===== src/rtl/simmem_pkg.sv =====
// ---------------------------------------------------------------------------
// simmem_pkg
// Shared types, constants and helpers for the simulated memory controller.
//   - address/iid types for the write-address and read-address channels
//   - response bank selector (WRSP_BANK / RDATA_BANK)
//   - DRAM timing costs and row-buffer geometry
//   - row scheduler state encoding and helper functions
// ---------------------------------------------------------------------------
package simmem_pkg;

  // Address geometry: a row buffer holds 2**RowBufLenW bytes.
  localparam int unsigned AxAddrWidth = 20;
  localparam int unsigned RowBufLenW  = 10;
  localparam int unsigned RowIdWidth  = AxAddrWidth - RowBufLenW;
  localparam int unsigned AxLenWidth  = 8;

  // Only the low MaxBurstLenField bits of burst_len are meaningful.
  localparam int unsigned MaxBurstLenField = 2;
  localparam int unsigned MaxBurstEffLen   = 2 ** (2 ** MaxBurstLenField - 1);

  localparam int unsigned WriteIidWidth = 4;
  localparam int unsigned ReadIidWidth  = 5;

  // DRAM timing in cycles.
  localparam int unsigned RowHitCost     = 10;
  localparam int unsigned PrechargeCost  = 50;
  localparam int unsigned ActivationCost = 45;

  typedef logic [WriteIidWidth-1:0] write_iid_t;
  typedef logic [ReadIidWidth-1:0]  read_iid_t;
  typedef logic [RowIdWidth-1:0]    row_id_t;

  typedef struct packed {
    logic [AxLenWidth-1:0]  burst_len;
    logic [AxAddrWidth-1:0] addr;
  } waddr_t;

  typedef struct packed {
    logic [AxLenWidth-1:0]  burst_len;
    logic [AxAddrWidth-1:0] addr;
  } raddr_t;

  typedef enum logic {
    WRSP_BANK  = 1'b0,
    RDATA_BANK = 1'b1
  } rsp_bank_type_e;

  typedef enum logic [1:0] {
    SCHED_IDLE,
    SCHED_BUSY,
    SCHED_RELEASE
  } sched_state_e;

  // Row id is the address with the in-row byte offset stripped.
  function automatic row_id_t get_row_id(input logic [AxAddrWidth-1:0] addr);
    return row_id_t'(addr >> RowBufLenW);
  endfunction

  // Number of column accesses charged for a burst length field.
  function automatic int unsigned get_effective_burst_len(
      input logic [MaxBurstLenField-1:0] burst_len);
    return 32'd1 << burst_len;
  endfunction

endpackage


===== src/rtl/simmem_row_cost_calc.sv =====
// ---------------------------------------------------------------------------
// simmem_row_cost_calc
// Purely combinational service-time calculator for one burst.
//   cost = rowcost + effective_burst_len - 1
//   rowcost: HitCost on an open-row hit, ActCost+HitCost with no open row,
//            PreCost+ActCost+HitCost on a row conflict.
// Ports:
//   row_open_i   in   a row is currently held in the row buffer
//   open_row_i   in   id of the open row
//   addr_i       in   burst start address
//   burst_len_i  in   burst length field (only the low bits are used)
//   cost_o       out  service cycles for this burst
// ---------------------------------------------------------------------------
module simmem_row_cost_calc
  import simmem_pkg::*;
#(
  parameter int unsigned HitCost = RowHitCost,
  parameter int unsigned PreCost = PrechargeCost,
  parameter int unsigned ActCost = ActivationCost,
  parameter int unsigned CostW   = 7
) (
  input  logic                   row_open_i,
  input  logic [RowIdWidth-1:0]  open_row_i,
  input  logic [AxAddrWidth-1:0] addr_i,
  input  logic [AxLenWidth-1:0]  burst_len_i,
  output logic [CostW-1:0]       cost_o
);

  logic [MaxBurstLenField-1:0] len_field;
  logic [CostW-1:0]            eff_len;
  logic [CostW-1:0]            rowcost;

  // Upper length bits are illegal upstream and deliberately ignored.
  logic unused_len_hi;
  assign unused_len_hi = ^burst_len_i[AxLenWidth-1:MaxBurstLenField];

  assign len_field = burst_len_i[MaxBurstLenField-1:0];
  assign eff_len   = CostW'(get_effective_burst_len(len_field));

  always_comb begin
    rowcost = CostW'(PreCost + ActCost + HitCost);
    if (!row_open_i) begin
      rowcost = CostW'(ActCost + HitCost);
    end else if (get_row_id(addr_i) == open_row_i) begin
      rowcost = CostW'(HitCost);
    end
  end

  assign cost_o = rowcost + eff_len - CostW'(1);

endmodule


===== src/rtl/simmem_row_scheduler.sv =====
// ---------------------------------------------------------------------------
// simmem_row_scheduler
// Single-bank DRAM timing scheduler. Round-robin arbitrates between write and
// read address bursts, charges a row-buffer dependent delay per burst, then
// releases the burst's iid to the write-response or read-data bank.
// Build option: define SIMMEM_CLOSE_PAGE_EN for a close-page policy (row
// never held open, every burst pays activation); default is open-page.
// Ports:
//   clk_i, rst_ni                  clock, async active-low reset
//   waddr_valid_i/ready_o/i/iid_i  write burst request channel
//   raddr_valid_i/ready_o/i/iid_i  read burst request channel
//   done_valid_o/ready_i           release handshake toward response banks
//   done_type_o                    which bank the release targets
//   done_wiid_o / done_riid_o      released iid (the other one reads 0)
//   row_open_o / open_row_o        row buffer status
//   busy_o                         a burst is in service or awaiting release
// ---------------------------------------------------------------------------
module simmem_row_scheduler
  import simmem_pkg::*;
#(
  parameter int unsigned HitCost = RowHitCost,
  parameter int unsigned PreCost = PrechargeCost,
  parameter int unsigned ActCost = ActivationCost
) (
  input  logic                     clk_i,
  input  logic                     rst_ni,
  input  logic                     waddr_valid_i,
  output logic                     waddr_ready_o,
  input  waddr_t                   waddr_i,
  input  logic [WriteIidWidth-1:0] waddr_iid_i,
  input  logic                     raddr_valid_i,
  output logic                     raddr_ready_o,
  input  raddr_t                   raddr_i,
  input  logic [ReadIidWidth-1:0]  raddr_iid_i,
  output logic                     done_valid_o,
  input  logic                     done_ready_i,
  output rsp_bank_type_e           done_type_o,
  output logic [WriteIidWidth-1:0] done_wiid_o,
  output logic [ReadIidWidth-1:0]  done_riid_o,
  output logic                     row_open_o,
  output logic [RowIdWidth-1:0]    open_row_o,
  output logic                     busy_o
);

  localparam int unsigned CostW = $clog2(PreCost + ActCost + HitCost + MaxBurstEffLen);

  sched_state_e     state_q, state_d;
  logic [CostW-1:0] cnt_q, cnt_d;
  rsp_bank_type_e   last_grant_q, last_grant_d;
  rsp_bank_type_e   type_q, type_d;
  write_iid_t       wiid_q, wiid_d;
  read_iid_t        riid_q, riid_d;

  logic                   grant_w, grant_r;
  logic [AxAddrWidth-1:0] sel_addr;
  logic [AxLenWidth-1:0]  sel_len;
  logic                   calc_row_open;
  row_id_t                calc_open_row;
  logic [CostW-1:0]       cost;

  // Round-robin: on contention grant the type not granted last time.
  // A grant is only issued to a valid requester, so grant == handshake.
  always_comb begin
    grant_w = 1'b0;
    grant_r = 1'b0;
    if (state_q == SCHED_IDLE) begin
      if (waddr_valid_i && raddr_valid_i) begin
        grant_w = (last_grant_q == RDATA_BANK);
        grant_r = (last_grant_q == WRSP_BANK);
      end else begin
        grant_w = waddr_valid_i;
        grant_r = raddr_valid_i;
      end
    end
  end

  assign waddr_ready_o = grant_w;
  assign raddr_ready_o = grant_r;
  assign sel_addr      = grant_r ? raddr_i.addr : waddr_i.addr;
  assign sel_len       = grant_r ? raddr_i.burst_len : waddr_i.burst_len;

`ifdef SIMMEM_CLOSE_PAGE_EN
  // Precharge is hidden after every burst, so each one starts from a closed row.
  assign calc_row_open = 1'b0;
  assign calc_open_row = '0;
  assign row_open_o    = 1'b0;
  assign open_row_o    = '0;
`else
  logic    row_open_q;
  row_id_t open_row_q;

  always_ff @(posedge clk_i or negedge rst_ni) begin
    if (!rst_ni) begin
      row_open_q <= 1'b0;
      open_row_q <= '0;
    end else if (grant_w || grant_r) begin
      row_open_q <= 1'b1;
      open_row_q <= get_row_id(sel_addr);
    end
  end

  assign calc_row_open = row_open_q;
  assign calc_open_row = open_row_q;
  assign row_open_o    = row_open_q;
  assign open_row_o    = open_row_q;
`endif

  simmem_row_cost_calc #(
    .HitCost (HitCost),
    .PreCost (PreCost),
    .ActCost (ActCost),
    .CostW   (CostW)
  ) u_cost_calc (
    .row_open_i  (calc_row_open),
    .open_row_i  (calc_open_row),
    .addr_i      (sel_addr),
    .burst_len_i (sel_len),
    .cost_o      (cost)
  );

  // Counter is loaded with cost-1 so done_valid rises exactly cost cycles
  // after the accepting edge.
  always_comb begin
    state_d      = state_q;
    cnt_d        = cnt_q;
    last_grant_d = last_grant_q;
    type_d       = type_q;
    wiid_d       = wiid_q;
    riid_d       = riid_q;
    case (state_q)
      SCHED_IDLE: begin
        if (grant_w) begin
          state_d      = SCHED_BUSY;
          last_grant_d = WRSP_BANK;
          type_d       = WRSP_BANK;
          wiid_d       = waddr_iid_i;
          cnt_d        = cost - CostW'(1);
        end else if (grant_r) begin
          state_d      = SCHED_BUSY;
          last_grant_d = RDATA_BANK;
          type_d       = RDATA_BANK;
          riid_d       = raddr_iid_i;
          cnt_d        = cost - CostW'(1);
        end
      end
      SCHED_BUSY: begin
        if (cnt_q == '0) begin
          state_d = SCHED_RELEASE;
        end else begin
          cnt_d = cnt_q - CostW'(1);
        end
      end
      SCHED_RELEASE: begin
        if (done_ready_i) begin
          state_d = SCHED_IDLE;
        end
      end
      default: state_d = SCHED_IDLE;
    endcase
  end

  always_ff @(posedge clk_i or negedge rst_ni) begin
    if (!rst_ni) begin
      state_q      <= SCHED_IDLE;
      cnt_q        <= '0;
      last_grant_q <= RDATA_BANK;
      type_q       <= WRSP_BANK;
      wiid_q       <= '0;
      riid_q       <= '0;
    end else begin
      state_q      <= state_d;
      cnt_q        <= cnt_d;
      last_grant_q <= last_grant_d;
      type_q       <= type_d;
      wiid_q       <= wiid_d;
      riid_q       <= riid_d;
    end
  end

  // Release fields are forced to 0 outside RELEASE so idle/reset outputs are clean.
  assign done_valid_o = (state_q == SCHED_RELEASE);
  assign done_type_o  = done_valid_o ? type_q : WRSP_BANK;
  assign done_wiid_o  = (done_valid_o && type_q == WRSP_BANK) ? wiid_q : '0;
  assign done_riid_o  = (done_valid_o && type_q == RDATA_BANK) ? riid_q : '0;
  assign busy_o       = (state_q != SCHED_IDLE);

endmodule


===== config.mk =====
export PLATFORM = sky130hd
export DESIGN_NAME = simmem_row_scheduler
export DESIGN_NICKNAME = d
export VERILOG_FILES = /design/src/rtl/simmem_pkg.sv /design/src/rtl/simmem_row_cost_calc.sv /design/src/rtl/simmem_row_scheduler.sv
export SDC_FILE = /design/constraint.sdc
export NUM_CORES = 1
export LEC_CHECK = 0
export ABC_AREA = 1
export BUFFER_PORTS_ARGS = -buffer_cell sky130_fd_sc_hd__buf_4
export CAP_MARGIN = 15
export CORE_MARGIN = 2
export CORE_UTILIZATION = 49
export CTS_BUF_LIST = sky130_fd_sc_hd__clkbuf_4
export CTS_CLUSTER_SIZE = 8
export DETAILED_ROUTE_END_ITERATION = 10
export PLACE_DENSITY = 0.88
export SLEW_MARGIN = 5
export SYNTH_ARGS = -nofsm -noshare
export SYNTH_HDL_FRONTEND = slang
export SYNTH_SLANG_ARGS = --single-unit

===== constraint.sdc =====
create_clock -name clk_i -period 4 [get_ports clk_i]
set_clock_uncertainty 0.05 [all_clocks]
set_input_delay 0.4 -clock clk_i [delete_from_list [all_inputs] [get_ports clk_i]]
set_output_delay 0.4 -clock clk_i [all_outputs]
set_load 0.02 [all_outputs]

=== Yosys cells after proc, flatten, opt, wreduce, memory -nomap -nowiden ===
Index checks and enable logic that the tools add are counted.

* Bits of input ports: 70
* Logic and storage cells: 59
* Bits in registers: 31
* Output and inout port bits: 25

* Bitwise gates (word level): 3
* Add/subtract/negate cells: 4
* Shift operators: 1
* Reduce and logical (&&, ||, !) cells: 14
* Multiplexer cells: 22
* Eq/ne operators: 7

{| class="wikitable"
|+ Operators by type and width
! cell !! number
|-
| 7-bit 2-to-1 mux || 5
|-
| 7-bit by 1-bit subtractor with 7-bit output (second input constant) || 3
|-
| 20-bit 2-to-1 mux || 1
|-
| 7-bit case mux with 2 select lines || 1
|-
| 10-bit == test || 1
|-
| 2-bit 2-to-1 mux || 5
|-
| 3-bit AND reduction || 3
|-
| 7-bit adder || 1
|-
| 7-bit logical NOT || 1
|-
| 1-bit 2-to-1 mux || 7
|-
| 1-bit by 2-bit << shifter with 7-bit output (first input constant) || 1
|-
| 2-bit case mux with 3 select lines || 1
|-
| 2-bit nonzero test || 3
|-
| 5-bit 2-to-1 mux || 1
|-
| 4-bit 2-to-1 mux || 1
|-
| 2-bit != test (second input constant) || 2
|-
| 2-bit AND reduction || 2
|-
| 1-bit logical AND || 3
|-
| 3-bit != test (second input constant) || 1
|-
| 1-bit inverter || 3
|-
| 2-bit by 1-bit == test with 1-bit output (second input constant) || 1
|-
| 2-bit == test (second input constant) || 1
|-
| 2-bit logical NOT || 1
|-
| 2-bit by 1-bit != test with 1-bit output (second input constant) || 1
|-
| 1-bit logical OR || 1
|}

=== Logic depth before layout (Yosys ltp) ===
Gate-level depths: netlist of run 1.

* Word-level depth: 13
* Mapped depth: 23
* Gate-level depth less buffers: 22

=== Modules after synthesis ===
A second synthesis of run 1 with hierarchy kept.

* Cells, all modules: 414
* Area total of the unflattened synthesis: 2551.2 um^2

{| class="wikitable"
|+ By module, submodules not included
! module !! seq. area each (um^2) !! cells an instance !! area each (um^2) !! instances
|-
| simmem_row_scheduler || 777.0 || 302 || 1993.2 || 1
|-
| simmem_row_cost_calc || 0.0 || 112 || 558.0 || 1
|}

=== Worst setup path before layout of run 1 ===
Ideal clock, no wire load.

* Kind: flip-flop to flip-flop
* From: reg last_grant_q
* To: reg cnt_q[3]
* Buffers on the path: 1
* Arrival time: 2682 ps
* Required time: 3823 ps
* Path slack: 1141 ps
* Library setup time: 127 ps
* Period minus slack after synthesis: 2859 ps
* Cell stages (with the launch flop): 22
* Cell sequence: dfstp_2 nand2_2 nand3_2 buf_4 nand2_1 nand3_1 nand2_1 nor2_1 nand2_1 nor2_1 nand2_1 nand2_1 inv_1 ha_1 inv_1 ha_1 inv_1 fa_1 xor2_1 nor2_1 a21oi_1 o22ai_1

* Word-level cells in the longest chain between the ends: 13
* Elaborated cells between the ends (all ways): 19
* Classes of those cells: add/sub (3); eq/ne (2); shift (1); mux (11); bitwise (1); reduce/logical (1)

{| class="wikitable"
|+ RTL lines
! what !! RTL line !! text
|-
| start: declaration || simmem_row_scheduler.sv:49 || <nowiki>rsp_bank_type_e last_grant_q, last_grant_d;</nowiki>
|-
| start signal: assignment || simmem_row_scheduler.sv:173 || <nowiki>last_grant_q <= last_grant_d;</nowiki>
|-
| 1-bit inverter || simmem_row_scheduler.sv:69 || <nowiki>grant_r = (last_grant_q == WRSP_BANK);</nowiki>
|-
| 1-bit 2-to-1 mux || simmem_row_scheduler.sv:67 || <nowiki>if (waddr_valid_i && raddr_valid_i) begin</nowiki>
|-
| 1-bit 2-to-1 mux || simmem_row_scheduler.sv:66 || <nowiki>if (state_q == SCHED_IDLE) begin</nowiki>
|-
| 20-bit 2-to-1 mux || simmem_row_scheduler.sv:79 || <nowiki>assign sel_addr = grant_r ? raddr_i.addr : waddr_i.addr;</nowiki>
|-
| 10-bit == test || simmem_row_cost_calc.sv:44 || <nowiki>end else if (get_row_id(addr_i) == open_row_i) begin</nowiki>
|-
| 7-bit 2-to-1 mux || simmem_row_cost_calc.sv:44 ||
|-
| 7-bit 2-to-1 mux || simmem_row_cost_calc.sv:42 || <nowiki>if (!row_open_i) begin</nowiki>
|-
| 7-bit adder || simmem_row_cost_calc.sv:49 || <nowiki>assign cost_o = rowcost + eff_len - CostW'(1);</nowiki>
|-
| 7-bit by 1-bit subtractor with 7-bit output || simmem_row_cost_calc.sv:49 ||
|-
| 7-bit by 1-bit subtractor with 7-bit output || simmem_row_scheduler.sv:137, simmem_row_scheduler.sv:143 ||
|-
| 7-bit 2-to-1 mux || simmem_row_scheduler.sv:138 || <nowiki>end else if (grant_r) begin</nowiki>
|-
| 7-bit 2-to-1 mux || simmem_row_scheduler.sv:132 || <nowiki>if (grant_w) begin</nowiki>
|-
| 7-bit case mux with 2 select lines || simmem_row_scheduler.sv:130 || <nowiki>case (state_q)</nowiki>
|-
| end signal: assignment || simmem_row_scheduler.sv:172 || <nowiki>cnt_q <= cnt_d;</nowiki>
|-
| end: declaration || simmem_row_scheduler.sv:48 || <nowiki>logic [CostW-1:0] cnt_q, cnt_d;</nowiki>
|}

Several ways; a longest one is shown, not always the timed one. The select of a mux whose other input is x is not followed.
A chain may end at the register's enable or synchronous reset.

=== Worst setup path after layout of run 1 ===
* From: reg state_q[0]
* To: reg cnt_q[3]

* Word-level cells in the longest chain between the ends: 12
* Elaborated cells between the ends (all ways): 20
* Classes of those cells: add/sub (3); eq/ne (4); shift (1); mux (9); reduce/logical (3)

{| class="wikitable"
|+ RTL lines
! what !! RTL line !! text
|-
| start: declaration || simmem_row_scheduler.sv:47 || <nowiki>sched_state_e state_q, state_d;</nowiki>
|-
| start signal: assignment || simmem_row_scheduler.sv:171 || <nowiki>state_q <= state_d;</nowiki>
|-
| 2-bit logical NOT || simmem_row_scheduler.sv:66, simmem_row_scheduler.sv:130 ||
|-
| 1-bit 2-to-1 mux || simmem_row_scheduler.sv:66 ||
|-
| 20-bit 2-to-1 mux || simmem_row_scheduler.sv:79 ||
|-
| 10-bit == test || simmem_row_cost_calc.sv:44 ||
|-
| 7-bit 2-to-1 mux || simmem_row_cost_calc.sv:44 ||
|-
| 7-bit 2-to-1 mux || simmem_row_cost_calc.sv:42 ||
|-
| 7-bit adder || simmem_row_cost_calc.sv:49 ||
|-
| 7-bit by 1-bit subtractor with 7-bit output || simmem_row_cost_calc.sv:49 ||
|-
| 7-bit by 1-bit subtractor with 7-bit output || simmem_row_scheduler.sv:137, simmem_row_scheduler.sv:143 ||
|-
| 7-bit 2-to-1 mux || simmem_row_scheduler.sv:138 ||
|-
| 7-bit 2-to-1 mux || simmem_row_scheduler.sv:132 ||
|-
| 7-bit case mux with 2 select lines || simmem_row_scheduler.sv:130 ||
|}

Several ways; a longest one is shown, not always the timed one. The select of a mux whose other input is x is not followed.

==> reports/metrics.yaml, run 1 <==
status: "complete, no violations"
synth_seq_area_share_pct: 37.27
clock-root-buffer: "clkbuf_4"
leakage_nw: 1.526
synth_compound_area_share_pct: 11.82
ant_nets: 0
cts.sink_count: 31
rsz0062_at_grt: "no"
cts.clk_slew.worst_paths_ps: 90
switchingPower_mw: 0.7615
die_y_um: 69.23
core_area_sq_mm: 0.004058
final_common_cell: "nand2_1"
synth_warnings: 0
r2r_end: "cnt_q[3]$_DFFE_PN0P_"
synth-xor-area-share_pct: 0.8403
placementRows: 23
max_freq_ghz: 0.2766
hpwl_um: 3681
gp_congestion: 0.8800
end_kind: "register"
relSlewSlack_pct: 31.71
cpMostUsedCell: "nand2_1"
most-common-layout-cells: "nand2_1 (82), inv_1 (66), buf_4 (63)"
r2r-start: "state_q[0]$_DFFE_PN0P_"
crit_buf_inv: 3
tritoncts: "yes"
fp.dieW_um: 69.23
worstMarginPinSlew_ps: 1021
cp.required_ps: 4160
synthMuxAreaShare_pct: 0
maxSlewViolCount: 0
crit_path_start: "state_q[0]$_DFFE_PN0P_"
worstPathCellList: "nor2_4 > nand3_2 > nand2_1 > nand2_1 > nand2_1 > nand2_1 > nor2_1 > nand2_1 > nor2_1 > nand2_1 > nand2_1 > inv_1 > ha_1 > inv_1 > ha_1 > inv_1 > fa_1 > xor2_1 > nor2_1 > a21oi_1 > o22ai_1"
via_count: 2101
cpPeakStageDelay_ps: 440
wl_um: 4917
synthAdderAreaFrac_pct: 6.363
endpoint: "cnt_q[3]$_DFFE_PN0P_"
fin_cells: 418
ir_drop_uv: 335.0
utilization_pct: 64.85
min_period_ps: 3615
hold_class: "in2reg"
crit_path_top_delay_cell: "dfrtp_1"
start_util_pct: 51.37
critPathMaxFanout: 21
swShare_pct: 46.31
viasPerCell: 5.026
period_share_pct: 90.38
seq_power_share_pct: 34.6
pwr-share-clk_pct: 10.9
syn_avg_cell_area_sq_um: 6.834
reg2reg_depth: 21
ff2ff_setup_slack_ps: 380
yosysUniqueCellTypes: 28
setup_violations: 0
drive_gt1_share_pct: 20.65
syn_area_sq_mm: 0.002084
path_class: "reg2reg"
cts_htree_levels: 2
finalSetupTns_ps: 0
synth_seq_cells: 31
dp.cells: 409
diodes: 0
arrival_ps: 3780
p_int_mw: 0.8829
area_growth_pct: 26.23
powerDensity_mw_per_mm2: 624.9
synth_top_family_by_area: "simple AND/OR/NAND/NOR gates"
combPwrFrac_pct: 54.6
cap_violations: 0
crit_path_start_kind: "register"
grt_pass1_vias: 1994
synth_nets: 385
ios: 95
remaining_drc_errors: 0
crit_family: "simple AND/OR/NAND/NOR gates"
grt_pass1_wl_um: 8217
fp.dieArea_sq_mm: 0.004792
drtIter0Drc: 88
grt.overflow.total: 0
worstSkewPairLatency_ps: 340
critical_path_depth: 21
cts_made_buffers: 5
power_mw: 1.644
first_pass_iters: 4
clk_path_buf_depth: 2
globalRouteTotalUtil_pct: 21.06
hold_viol_final: 0
num-nets-final: 447
post_cts_buffers: 0
grt_max_degree: 32
port_buffers: 62
synthSimpleGateAreaFrac_pct: 29.17
antenna_found_initial: 0
routedWlPerCell_um: 11.76
synthCells: 305
## metrics by stage
step	instance area (sq um)	hold WS [ps]	setup slack [ps]
after detailed placement	2569	309.8	423.0
after global placement	2569	304.5	511.9
after floorplan	2085	54.41	1141
after global routing	2631	160.2	1.252
after CTS	2631	175.4	404.8
final	2631	186.5	384.7
## cell families (layout without fill, tap and decap cells)
family	Yosys count	count (layout)
xor+xnor	2	2
buf+inv	76	139
simple gates	140	140
flops	31	31
compound gates	46	46
fa+ha+maj	10	10
## synthesized netlist by cell type
cell / count / area (sq um)
o21ai_0: 29 / 145.1
nand4_1: 10 / 62.56
buf_6: 1 / 11.26
nand3_2: 1 / 10.01
buf_2: 2 / 10.01
o211ai_1: 2 / 15.01
a21oi_1: 7 / 35.03
buf_4: 2 / 15.01
or2_1: 1 / 6.260
fa_1: 1 / 20.02
nor2_4: 2 / 22.52
nor2_1: 25 / 93.84
nand2_1: 82 / 307.8
inv_2: 1 / 3.750
dfstp_2: 1 / 26.28
o22ai_1: 3 / 18.77
o21ai_1: 1 / 5.000
inv_1: 66 / 247.7
o31ai_1: 1 / 7.510
a31oi_1: 2 / 12.51
clkbuf_1: 4 / 15.01
nand3b_1: 3 / 22.52
nand3_1: 14 / 70.07
nand2_2: 2 / 12.51
a211oi_1: 1 / 7.510
ha_1: 9 / 112.6
dfrtp_1: 30 / 750.7
xor2_1: 2 / 17.52
## cell type report
| type | count | area, sq um |
|---|---|---|
| Clock buffer | 6 | 45.04 |
| Clock inverter | 2 | 7.507 |
| Fill cell | 374 | 1426 |
| Inverter | 67 | 251.5 |
| Multi-Input combinational cell | 198 | 1005 |
| Sequential cell | 31 | 777.0 |
| Tap cell | 50 | 62.56 |
| Timing Repair Buffer | 64 | 483.0 |
## routing by layer
layer / global-route usage, % / share of wire (%)
met1: 23.63 / 43
met2: 36.97 / 50
met3: 6.686 / 5.4
met4: 8.279 / 1.3
met5: 0 / 0
## sequential cells by signal, indices dropped and copies added, names as in the netlist
| signal | flops |
|---|---|
| open_row_o | 10 |
| cnt_q | 7 |
| riid_q | 5 |
| wiid_q | 4 |
| state_q | 2 |
| last_grant_q | 1 |
| row_open_o | 1 |
| type_q | 1 |
## worst min path at each step
stage,slack (ps),to,depth (start not counted),from
2_1_floorplan,50,cnt_q[0]$_DFFE_PN0P_,0,rst_ni
3_3_place_gp,300,open_row_o[9]$_DFFE_PN0P_,1,rst_ni
3_5_place_dp,310,open_row_o[0]$_DFFE_PN0P_,1,rst_ni
4_1_cts,180,state_q[1]$_DFFE_PN0P_,2,done_ready_i
5_1_grt,160,state_q[1]$_DFFE_PN0P_,2,done_ready_i
6_report,190,state_q[1]$_DFFE_PN0P_,2,done_ready_i
## power groups by stage
stage | logic (mW) | registers, mW | clock network, mW
after global routing | 1.02 | 0.588 | 0.200
final | 0.897 | 0.568 | 0.179
after global placement | 0.853 | 0.564 | 0
after floorplan | 0.598 | 0.609 | 0
after CTS | 0.900 | 0.567 | 0.184
after detailed placement | 0.894 | 0.571 | 0
## timing repair
| item | CTS | global route |
|---|---|---|
| hold buffers | 1 | 0 |
| endpoints found under the hold margin | 30 | 0 |
| resized for setup | 0 | 0 |
(Power assumes the default switching activity.)
==> run 2: changes to the inputs <==
--- a/config.mk
+++ b/config.mk
@@ -8,8 +8,10 @@
 export ABC_AREA = 1
 export BUFFER_PORTS_ARGS = -buffer_cell sky130_fd_sc_hd__buf_4
 export CAP_MARGIN = 15
+export CELL_PAD_IN_SITES_DETAIL_PLACEMENT = 0
+export CELL_PAD_IN_SITES_GLOBAL_PLACEMENT = 1
 export CORE_MARGIN = 2
-export CORE_UTILIZATION = 49
+export CORE_UTILIZATION = 33
 export CTS_BUF_LIST = sky130_fd_sc_hd__clkbuf_4
 export CTS_CLUSTER_SIZE = 8
 export DETAILED_ROUTE_END_ITERATION = 10
==> reports/metrics.yaml, run 2 (synthesized netlist as in run 1, its figures left out) <==
status: "complete, no violations"
use_met3_pct: 5.341  # -1.3 points
use_met2_pct: 25.00  # -12 points
period_share_pct: 85.94  # -4.4 points
end_kind: "register"
seq_power_share_pct: 34.1  # -0.5 points
cpPeakStageDelay_ps: 410  # -30 ps
hold_viol_final: 0  # unchanged
maxSlewViolCount: 0  # unchanged
setup_violations: 0  # unchanged
grt.overflow.total: 0  # unchanged
combPwrFrac_pct: 54.5  # about the same
viasPerCell: 4.596  # -8.6%
clock-root-buffer: "clkbuf_4"
post_cts_buffers: 0  # unchanged
crit_family: "simple AND/OR/NAND/NOR gates"
tritoncts: "yes"
ir_drop_uv: 265.6  # -21%
hold-path-endpoint: "state_q[1]$_DFFE_PN0P_"
cap_violations: 0  # unchanged
gp_congestion: 0.7724  # -12%
diodes: 0  # unchanged
first_pass_iters: 5  # +1
max_freq_ghz: 0.2909  # +5.2%
ant_nets: 0  # unchanged
p_int_mw: 0.8927  # +1.1%
port_buffers: 62  # unchanged
cts.sink_count: 31  # unchanged
die_y_um: 83.48  # +21%
core_area_sq_mm: 0.006026  # +49%
hold_class: "in2reg"
pwr-share-clk_pct: 11.4  # +0.5 points
min_period_ps: 3438  # -177.6 ps
remaining_drc_errors: 0  # unchanged
grt_pass1_vias: 1912  # -4.1%
path_class: "reg2reg"
clk_path_buf_depth: 2  # unchanged
holdWs_ps: 170.4  # -16.15 ps
crit_path_top_delay_cell: "nand3_2"
critPathMaxFanout: 21  # unchanged
fp.dieW_um: 83.48  # +21%
arrival_ps: 3660  # -120 ps
globalRouteTotalUtil_pct: 14.72  # -6.3 points
cts.clk_slew.worst_paths_ps: 100  # about the same
swShare_pct: 46.06  # -0.25 points
rsz0062_at_grt: "no"
place_ws_ps: 378.7  # -44.33 ps
finalSetupTns_ps: 0  # unchanged
relSlewSlack_pct: 49.11  # +17 points
ff2ff_setup_slack_ps: 560  # +180 ps
grt_max_degree: 32  # unchanged
via_count: 2045  # -2.7%
start_util_pct: 34.59  # -17 points
drtIter0Drc: 85  # -3.4%
fp.dieArea_sq_mm: 0.006968  # +45%
grt_pass1_wl_um: 8321  # +1.3%
use_met1_pct: 17.63  # -6.0 points
area_growth_pct: 28.51
switchingPower_mw: 0.7623  # +0.11%
worstPathCellList: "nand2_2 > nand3_2 > nand2_1 > nand2_1 > nand2_1 > nand2_1 > nor2_1 > nand2_1 > nor2_1 > nand2_1 > nand2_1 > inv_1 > ha_1 > inv_1 > ha_1 > inv_1 > fa_1 > xor2_1 > nor2_1 > a21oi_1 > o22ai_1"
crit_buf_inv: 3  # unchanged
placementRows: 28  # +22%
antenna_found_initial: 0  # unchanged
drive_gt1_share_pct: 21.35  # +0.70 points
postLayoutSetupSlackWorst_ps: 562.3  # +177.6 ps
wl_um: 4933  # +0.33%
ios: 95  # unchanged
num-nets-final: 449  # +0.45%
worstMarginPinSlew_ps: 760.6  # -260.0 ps
leakage_nw: 1.538  # +0.78%
reg2reg_depth: 21  # unchanged
hpwl_um: 3711  # +0.81%
crit_path_start_kind: "register"
top_usage_layer: "met2"
final_common_cell: "nand2_1"
cts_htree_levels: 2  # unchanged
cp.required_ps: 4220  # +60 ps
routedWlPerCell_um: 11.09  # -5.8%
most-common-layout-cells: "nand2_1 (82), inv_1 (66), buf_4 (65)"
cts_made_buffers: 5  # unchanged
r2r-start: "last_grant_q$_DFFE_PN1P_"
hold_start: "done_ready_i"
largest_reg_flops: 10  # unchanged
r2r_end: "cnt_q[3]$_DFFE_PN0P_"
cpMostUsedCell: "nand2_1"
hold_depth: 2  # unchanged
powerDensity_mw_per_mm2: 617.8  # -1.1%
worstSkewPairLatency_ps: 340  # about the same
run 2: layer usage:
metal / routed length (um) / vias to the layer above / part of all wire [%]
met4: 56 / 0 / 1.1
met5: 0 / - / 0
met1: 2204 / 913 / 45
met2: 2319 / 52 / 47
li1: - / 1074 / -
met3: 353 / 6 / 7.2
run 2: how the worst max path moves through the flow:
stage                                   from                    to  slack, ps  cells after the start
finish              last_grant_q$_DFFE_PN1P_  cnt_q[3]$_DFFE_PN0P_        560                     21
global route        last_grant_q$_DFFE_PN1P_  cnt_q[3]$_DFFE_PN0P_        240                     20
CTS                 last_grant_q$_DFFE_PN1P_  cnt_q[3]$_DFFE_PN0P_        520                     21
detailed placement             waddr_valid_i  cnt_q[3]$_DFFE_PN0P_        380                     22
global placement               waddr_valid_i  cnt_q[3]$_DFFE_PN0P_        420                     22
floorplan           last_grant_q$_DFFE_PN1P_  cnt_q[3]$_DFFE_PN0P_       1140                     21
run 2: area by class of cell:
type	count	area (sq um)
sequential	31	777.0
fill	647	3347
timing repair buffer	66	498.0
clock buffer	6	45.04
multi-input combinational	198	1005
inverter	67	251.5
clock inverter	2	8.758
tap	75	93.84
run 2: worst register-to-register path, delay by kind of cell, from the launching register on:
kind                     cells  cell delay (ps)
flip-flops                   1              380
AO/OA/AOI/OAI                2              240
adder cells (fa/ha/maj)      3              770
AND/OR/NAND/NOR             12             1590
buffers and inverters        3              170
XOR/XNOR                     1              170
run 2: power groups by stage:
stage,Sequential [mW],Clock [mW],Combinational [mW]
after floorplan,0.609,0,0.598
after global placement,0.564,0,0.886
after detailed placement,0.571,0,0.907
after CTS,0.565,0.194,0.912
after global routing,0.582,0.209,1.04
final,0.565,0.189,0.902
run 2: timing repair:
item                                   CTS  global route
resized for setup                        0             0
endpoints found under the hold margin   30             0
hold buffers                             1             0
run 2: metrics by stage:
| stage | utilization, % | std cells | instance area [sq um] | power, mW |
|---|---|---|---|---|
| 2_1_floorplan | - | 305 | 2085 | 1.207 |
| 3_3_place_gp | 43.40 | 436 | 2615 | 1.451 |
| 3_5_place_dp | 43.40 | 436 | 2615 | 1.478 |
| 4_1_cts | 44.46 | 445 | 2679 | 1.671 |
| 5_1_grt | 44.46 | 445 | 2679 | 1.831 |
| 6_report | 44.46 | 445 | 2679 | 1.655 |
